[config.mk]
export PLATFORM = sky130hd
export DESIGN_NAME = path_walker
export DESIGN_NICKNAME = d
export VERILOG_FILES = /design/src/rtl/path_walker_pkg.sv /design/src/rtl/path_walker_slot_buf.sv /design/src/rtl/path_walker.sv
export SDC_FILE = /design/constraint.sdc
export NUM_CORES = 1
export LEC_CHECK = 0
export CORE_MARGIN = 4
export CORE_UTILIZATION = 60
export CTS_CLUSTER_DIAMETER = 50
export CTS_CLUSTER_SIZE = 16
export DETAILED_ROUTE_END_ITERATION = 10
export DONT_BUFFER_PORTS = 1
export GPL_TIMING_DRIVEN = 0
export MAX_ROUTING_LAYER = met4
export PLACE_DENSITY = 0.78
export SYNTH_ARGS = -nofsm -noshare
export SYNTH_HDL_FRONTEND = slang
export SYNTH_SLANG_ARGS = --single-unit
[constraint.sdc]
create_clock -name clk -period 6.8 [get_ports clk]
set_input_delay 0.68 -clock clk [delete_from_list [all_inputs] [get_ports clk]]
set_output_delay 0.68 -clock clk [all_outputs]
set_load 0.1 [all_outputs]
[src/rtl/path_walker_pkg.sv]
// Shared constants, FSM state type and node-extract helper for path_walker.
//   NODE_W     bits per node ID
//   MAX_NODES  node slots in a packed path
//   PATH_W     width of a packed path
//   LEN_W      width of a path length / node index
//   TO_W       width of the inter-node timeout counter
package path_walker_pkg;

  localparam int unsigned NODE_W    = 5;
  localparam int unsigned MAX_NODES = 14;
  localparam int unsigned PATH_W    = NODE_W * MAX_NODES;
  localparam int unsigned LEN_W     = 4;
  localparam int unsigned TO_W      = 26;

  typedef enum logic [1:0] {
    IDLE = 2'd0,
    WALK = 2'd1,
    DONE = 2'd2
  } state_t;

  // Paths are right-aligned: node 0 sits in the most significant occupied slot.
  // Caller guarantees 1 <= len and k <= len-1.
  function automatic logic [NODE_W-1:0] get_node(input logic [PATH_W-1:0] path,
                                                  input logic [LEN_W-1:0]  len,
                                                  input logic [LEN_W-1:0]  k);
    logic [PATH_W-1:0] shifted;
    shifted = path >> (NODE_W * (int'(len) - int'(k) - 1));
    return shifted[NODE_W-1:0];
  endfunction

endpackage

[src/rtl/path_walker_slot_buf.sv]
// path_slot_buf: single-entry shadow register holding the next path.
//   clk, rst_n  clock, synchronous active-low reset
//   path_in     packed path from the CPU
//   path_len    valid node count (1..MAX_NODES accepted)
//   path_valid  strobe qualifying path_in/path_len
//   take        walker moves the slot into its active path this cycle
//   slot_path   held path
//   slot_len    held length
//   slot_valid  slot holds a path
//   overrun     1-cycle pulse: a strobe was dropped (slot full or bad length)
module path_slot_buf
  import path_walker_pkg::*;
(
  input  logic              clk,
  input  logic              rst_n,
  input  logic [PATH_W-1:0] path_in,
  input  logic [LEN_W-1:0]  path_len,
  input  logic              path_valid,
  input  logic              take,
  output logic [PATH_W-1:0] slot_path,
  output logic [LEN_W-1:0]  slot_len,
  output logic              slot_valid,
  output logic              overrun
);

  logic len_ok;
  logic capture;

  assign len_ok  = (path_len != '0) && (path_len <= LEN_W'(MAX_NODES));
  // A slot being taken this cycle counts as free, so it can refill immediately.
  assign capture = path_valid && len_ok && (!slot_valid || take);

  always_ff @(posedge clk) begin
    if (!rst_n) begin
      slot_path  <= '0;
      slot_len   <= '0;
      slot_valid <= 1'b0;
      overrun    <= 1'b0;
    end else begin
      overrun <= path_valid && !capture;
      if (capture) begin
        slot_path  <= path_in;
        slot_len   <= path_len;
        slot_valid <= 1'b1;
      end else if (take) begin
        slot_valid <= 1'b0;
      end
    end
  end

endmodule

[src/rtl/path_walker.sv]
// path_walker: steps a packed node path, one node per node_reached pulse,
// with a one-deep shadow slot so the CPU can queue the next path.
// Optional inter-node timeout enabled by defining PATH_WALKER_TIMEOUT_EN.
//   clk, rst_n    clock, synchronous active-low reset
//   path_in       packed path, node k at [NODE_W*(len-1-k) +: NODE_W]
//   path_len      valid node count
//   path_valid    strobe for path_in/path_len
//   node_reached  bot arrived at next_node
//   abort         drop the active path
//   cur_node      node the bot is at / leaving
//   next_node     node the bot is heading to
//   node_idx      index of cur_node in the active path
//   busy          walking a path
//   done          1-cycle pulse: final node reached
//   new_path      1-cycle pulse: slot moves to active, CPU may send another path
//   overrun       1-cycle pulse: path strobe dropped
//   timeout_err   sticky until next load; 0 without PATH_WALKER_TIMEOUT_EN
module path_walker
  import path_walker_pkg::*;
#(
  parameter int unsigned TIMEOUT_CYCLES = 50_000_000
) (
  input  logic              clk,
  input  logic              rst_n,
  input  logic [PATH_W-1:0] path_in,
  input  logic [LEN_W-1:0]  path_len,
  input  logic              path_valid,
  input  logic              node_reached,
  input  logic              abort,
  output logic [NODE_W-1:0] cur_node,
  output logic [NODE_W-1:0] next_node,
  output logic [LEN_W-1:0]  node_idx,
  output logic              busy,
  output logic              done,
  output logic              new_path,
  output logic              overrun,
  output logic              timeout_err
);

  state_t            state, next_state;
  logic [PATH_W-1:0] act_path;
  logic [LEN_W-1:0]  act_len;
  logic [PATH_W-1:0] slot_path;
  logic [LEN_W-1:0]  slot_len;
  logic              slot_valid;
  logic              load;
  logic              step;
  logic [LEN_W:0]    idx_p2;
  logic [LEN_W:0]    last_k;
  logic [LEN_W-1:0]  step_k;
  logic [LEN_W-1:0]  load_k;
  logic              at_last;

  path_slot_buf u_slot (
    .clk        (clk),
    .rst_n      (rst_n),
    .path_in    (path_in),
    .path_len   (path_len),
    .path_valid (path_valid),
    .take       (load),
    .slot_path  (slot_path),
    .slot_len   (slot_len),
    .slot_valid (slot_valid),
    .overrun    (overrun)
  );

  // Lookahead node after a step is node[idx+2], clamped to the last node.
  assign idx_p2  = {1'b0, node_idx} + (LEN_W+1)'(2);
  assign last_k  = {1'b0, act_len} - (LEN_W+1)'(1);
  assign step_k  = (idx_p2 > last_k) ? last_k[LEN_W-1:0] : idx_p2[LEN_W-1:0];
  assign load_k  = (slot_len == LEN_W'(1)) ? '0 : LEN_W'(1);
  assign at_last = (node_idx + LEN_W'(1)) == (act_len - LEN_W'(1));

`ifdef PATH_WALKER_TIMEOUT_EN
  localparam logic [TO_W-1:0] TO_LAST = TO_W'(TIMEOUT_CYCLES - 1);
  logic [TO_W-1:0] to_cnt;
  logic            to_fire;
`endif

  always_ff @(posedge clk) begin
    if (!rst_n) state <= IDLE;
    else        state <= next_state;
  end

  always_comb begin
    next_state = state;
    load       = 1'b0;
    step       = 1'b0;
`ifdef PATH_WALKER_TIMEOUT_EN
    to_fire    = 1'b0;
`endif
    case (state)
      IDLE: begin
        if (slot_valid) begin
          load       = 1'b1;
          next_state = WALK;
        end
      end
      WALK: begin
        if (abort) begin
          next_state = IDLE;
        end else if (act_len == LEN_W'(1)) begin
          next_state = DONE;
        end else if (node_reached) begin
          step = 1'b1;
          if (at_last) next_state = DONE;
        end
`ifdef PATH_WALKER_TIMEOUT_EN
        else if (to_cnt == TO_LAST) begin
          to_fire    = 1'b1;
          next_state = IDLE;
        end
`endif
      end
      DONE:    next_state = IDLE;
      default: next_state = IDLE;
    endcase
  end

  always_ff @(posedge clk) begin
    if (!rst_n) begin
      act_path  <= '0;
      act_len   <= '0;
      node_idx  <= '0;
      cur_node  <= '0;
      next_node <= '0;
    end else if (load) begin
      act_path  <= slot_path;
      act_len   <= slot_len;
      node_idx  <= '0;
      cur_node  <= get_node(slot_path, slot_len, '0);
      next_node <= get_node(slot_path, slot_len, load_k);
    end else if (step) begin
      node_idx  <= node_idx + LEN_W'(1);
      cur_node  <= next_node;
      next_node <= get_node(act_path, act_len, step_k);
    end
  end

`ifdef PATH_WALKER_TIMEOUT_EN
  always_ff @(posedge clk) begin
    if (!rst_n) begin
      to_cnt      <= '0;
      timeout_err <= 1'b0;
    end else begin
      if (state != WALK || step) to_cnt <= '0;
      else                       to_cnt <= to_cnt + TO_W'(1);
      if (load)         timeout_err <= 1'b0;
      else if (to_fire) timeout_err <= 1'b1;
    end
  end
`else
  assign timeout_err = 1'b0;
`endif

  assign busy     = (state == WALK);
  assign done     = (state == DONE);
  assign new_path = load;

endmodule

==> impl_metrics.py <==
metrics = {
    "run_status": {
        "status": "finished clean",
    },
    "worst_setup_path": {
        "cp_top_family": "adder cells",
        "cp.required_ns": 7.12,
        "worst-path-buf-inv": 8,
        "cpMostUsedCell": "ha_1",
        "end_kind": "flip-flop",
        "cp_slowest_cell": "fa_1",
        "start_kind": "flip-flop",
        "slowest_delay_ns": 0.68,
        "crit_fanout": 10,
        "r2r_slack_ns": 0.16,
        "arrival_ns": 6.95,
        "critPathKind": "reg -> reg",
    },
    "logic_synthesis": {
        "synth_compound_area_share_pct": 16.4,
        "synth_top_family_by_area": "multiplexers",
        "synth_ff_type": "dfxtp_1",
        "synth.area.top_cells": "dfxtp_1 22%, mux4_2 19%, nand2_1 10%",
        "synth_seq_cells": 166,
        "synthArstFlopShare_pct": 0,
        "synth_top_cells_by_count": "408 x nand2_1, 166 x dfxtp_1, 164 x a21oi_1",
        "synthAdderAreaFrac_pct": 4.04,
        "synth.top_cell.area_share_pct": 22.2,
        "postSynthCellCount": 1722,
        "syn_nets": 1846,
        "synth_cell_types": 85,
        "postSynthAreaPerCell_um2": 8.67,
        "yosys.area_share.simple_pct": 17.4,
        "synthMuxAreaShare_pct": 31.8,
        "synth_top_area_cell": "dfxtp_1",
        "synth_most_common_cell": "nand2_1",
        "ys_seq_area_share_pct": 22.2,
        "synth_edf_count": 0,
        "ys.warnings.count": 0,
        "syn-cell-area_mm2": 0.0149,
        "synthXorXnorAreaFrac_pct": 1.98,
    },
    "global_routing": {
        "grt_pass1_wl_um": 90400,
        "grt_overflow": 0,
        "grt_usage_pct": 44.0,
        "grt_pass1_vias": 14405,
        "grt_max_degree": 17,
        "antenna_found_initial": 0,
    },
    "timing": {
        "final_max_slew_viol_count": 0,
        "fin_crit_ns": 6.64,
        "timing.final.ws_setup_ns": 0.165,
        "fin_crit_sh_pct": 97.6,
        "setup_tns_ns": 0,
        "fin_skew_ns": 0.0202,
        "setup_viol": 0,
        "timing.fmax_mhz": 151,
        "finalHoldViolCount": 0,
        "relSlewSlack_pct": 18.0,
        "timing.hold.ws_ns": 0.364,
        "tightest_slew_ns": 1.23,
    },
    "job": {
        "maxCapViolCount": 0,
    },
    "floorplanning": {
        "initial_core_util_pct": 61.2,
        "dieWidth_um": 166,
        "io_pins": 98,
        "fp.dieH_um": 166,
        "core_area_mm2": 0.0244,
        "dieArea_mm2": 0.0275,
        "row_count": 57,
    },
    "detailed_routing": {
        "vias_per_cell": 7.30,
        "drc": 0,
        "vias": 15214,
        "dr.first_iter.drc_count": 2333,
        "totalWireLength_um": 60600,
        "wire_per_inst_um": 29.1,
        "drt.antenna.violating_nets": 0,
        "first_pass_iters": 6,
    },
    "clock_tree": {
        "clk_latency_ns": 0.45,
        "clk_pin_slew_ns": 0.08,
        "cts_sinks": 166,
        "cts_hold_buffers": 0,
        "cts_tree": "yes",
        "htreeDepth": 4,
        "cts_buffer_depth": 2,
        "root_buffer": "clkbuf_16",
        "cts_made_buffers": 17,
    },
    "place": {
        "io_buffers": 0,
        "placed_cell_area_mm2": 0.0154,
        "preCtsSetupSlack_ns": -1.35,
        "dp_hpwl_um": 44500,
        "finalWeightedCongestion": 1.16,
    },
    "finish": {
        "areaGrowthSynthToFinish_pct": 7.46,
        "utilization_pct": 65.8,
        "drive_gt1_share_pct": 15.3,
        "fillerInstances": 2063,
        "stdcell_area_mm2": 0.0161,
        "nNetsFinal": 1869,
    },
    "power_and_ir_drop": {
        "peakVddDrop_mv": 0.163,
        "p_leak_uw": 0.00583,
        "p_per_area_mw_per_mm2": 267,
    },
    "hold_path": {
        "min_path_type": "in -> reg",
    },
}
-- metrics by stage --
stage                     std cells  total power [µW]
after floorplan                1722              2610
after global placement         2046              3210
after detailed placement       2048              3210
after CTS                      2082              4200
after global routing           2082              4440
final                          2083              4290
-- cells by family (layout without fill, tap and decap cells) --
logic type,after synthesis,after routing
multiplexers,300,300
flip-flops,166,166
adder cells (fa/ha/maj),46,46
XOR/XNOR,32,32
buffers and inverters,186,222
other,1,2
AND/OR/NAND/NOR,603,603
AO/OA/AOI/OAI,388,388
-- per-layer routing --
layer	global-route usage [%]	up-vias	part of all wire, %
met1	56.7	7230	37
met5	-	-	0
li1	-	6395	-
met4	24.5	0	6.9
met2	62.8	1272	42
met3	11.9	317	14
-- where the power goes --
group / leakage [µW] / total, µW / internal (µW) / switching, µW
combinational: 0.00421 / 2100 / 784 / 1320
clock: 0.000266 / 989 / 516 / 473
sequential: 0.00136 / 1200 / 1020 / 180
total: 0.00583 / 4290 / 2320 / 1970
-- sequential cells by signal, indices dropped and copies added (netlist names) --
register           cells
next_node              5
u_slot.slot_len        4
u_slot.overrun         1
cur_node               5
act_path              70
node_idx               4
u_slot.slot_path      70
u_slot.slot_valid      1
state                  2
act_len                4
-- final timing paths --
path,start,cells past startpoint,endpoint
hold reg to reg,act_path[67],2,act_path[67]
setup reg to reg,act_len[0],26,next_node[2]
setup / recovery,act_len[0],26,next_node[2]
hold / removal,path_in[44],2,u_slot.slot_path[44]
-- layout by cell type (no fill, tap or decap), types with 11 or more instances in the layout --
cell       count
o21ai_0       48
a21oi_1      164
nor2_1        56
nor2b_1       19
a21boi_0      41
mux2_2        21
xnor2_1       15
a31oi_1       11
mux4_2       128
nand3_1       29
buf_4         22
nand2_1      408
clkbuf_1      84
inv_1         25
clkbuf_16     17
nor3_1        19
mux2_1        13
ha_1          40
xor2_1        14
buf_2         30
dfxtp_1      162
mux2i_1      132
a211oi_1      19
-- repair_timing --
action	4_1_cts	5_1_grt
setup buffers	3	3
resized for setup	13	9
setup endpoints to repair	5	5
pin swaps	1	0
-- worst register-to-register path: cells and delay by family (launching register included) --
family,cells,cell delay (ns)
compound gates,4,0.89
xor+xnor,1,0.22
fa+ha+maj,7,2.69
buf+inv,8,1.38
flops,1,0.42
mux,1,0.26
simple gates,5,0.67
-- area by class of cell --
class | instances | area [µm²] | share of cell area, %
multi-input combinational | 1370 | 10700 | 66.9
sequential | 166 | 3330 | 20.8
buffer | 151 | 796 | 4.96
clock buffer | 19 | 433 | 2.70
tap | 324 | 405 | 2.53
clock inverter | 13 | 140 | 0.873
inverter | 31 | 120 | 0.748
timing repair buffer | 8 | 76.3 | 0.475
antenna | 1 | 2.50 | 0.0156
Note: power is estimated with default switching activity, not from simulation.
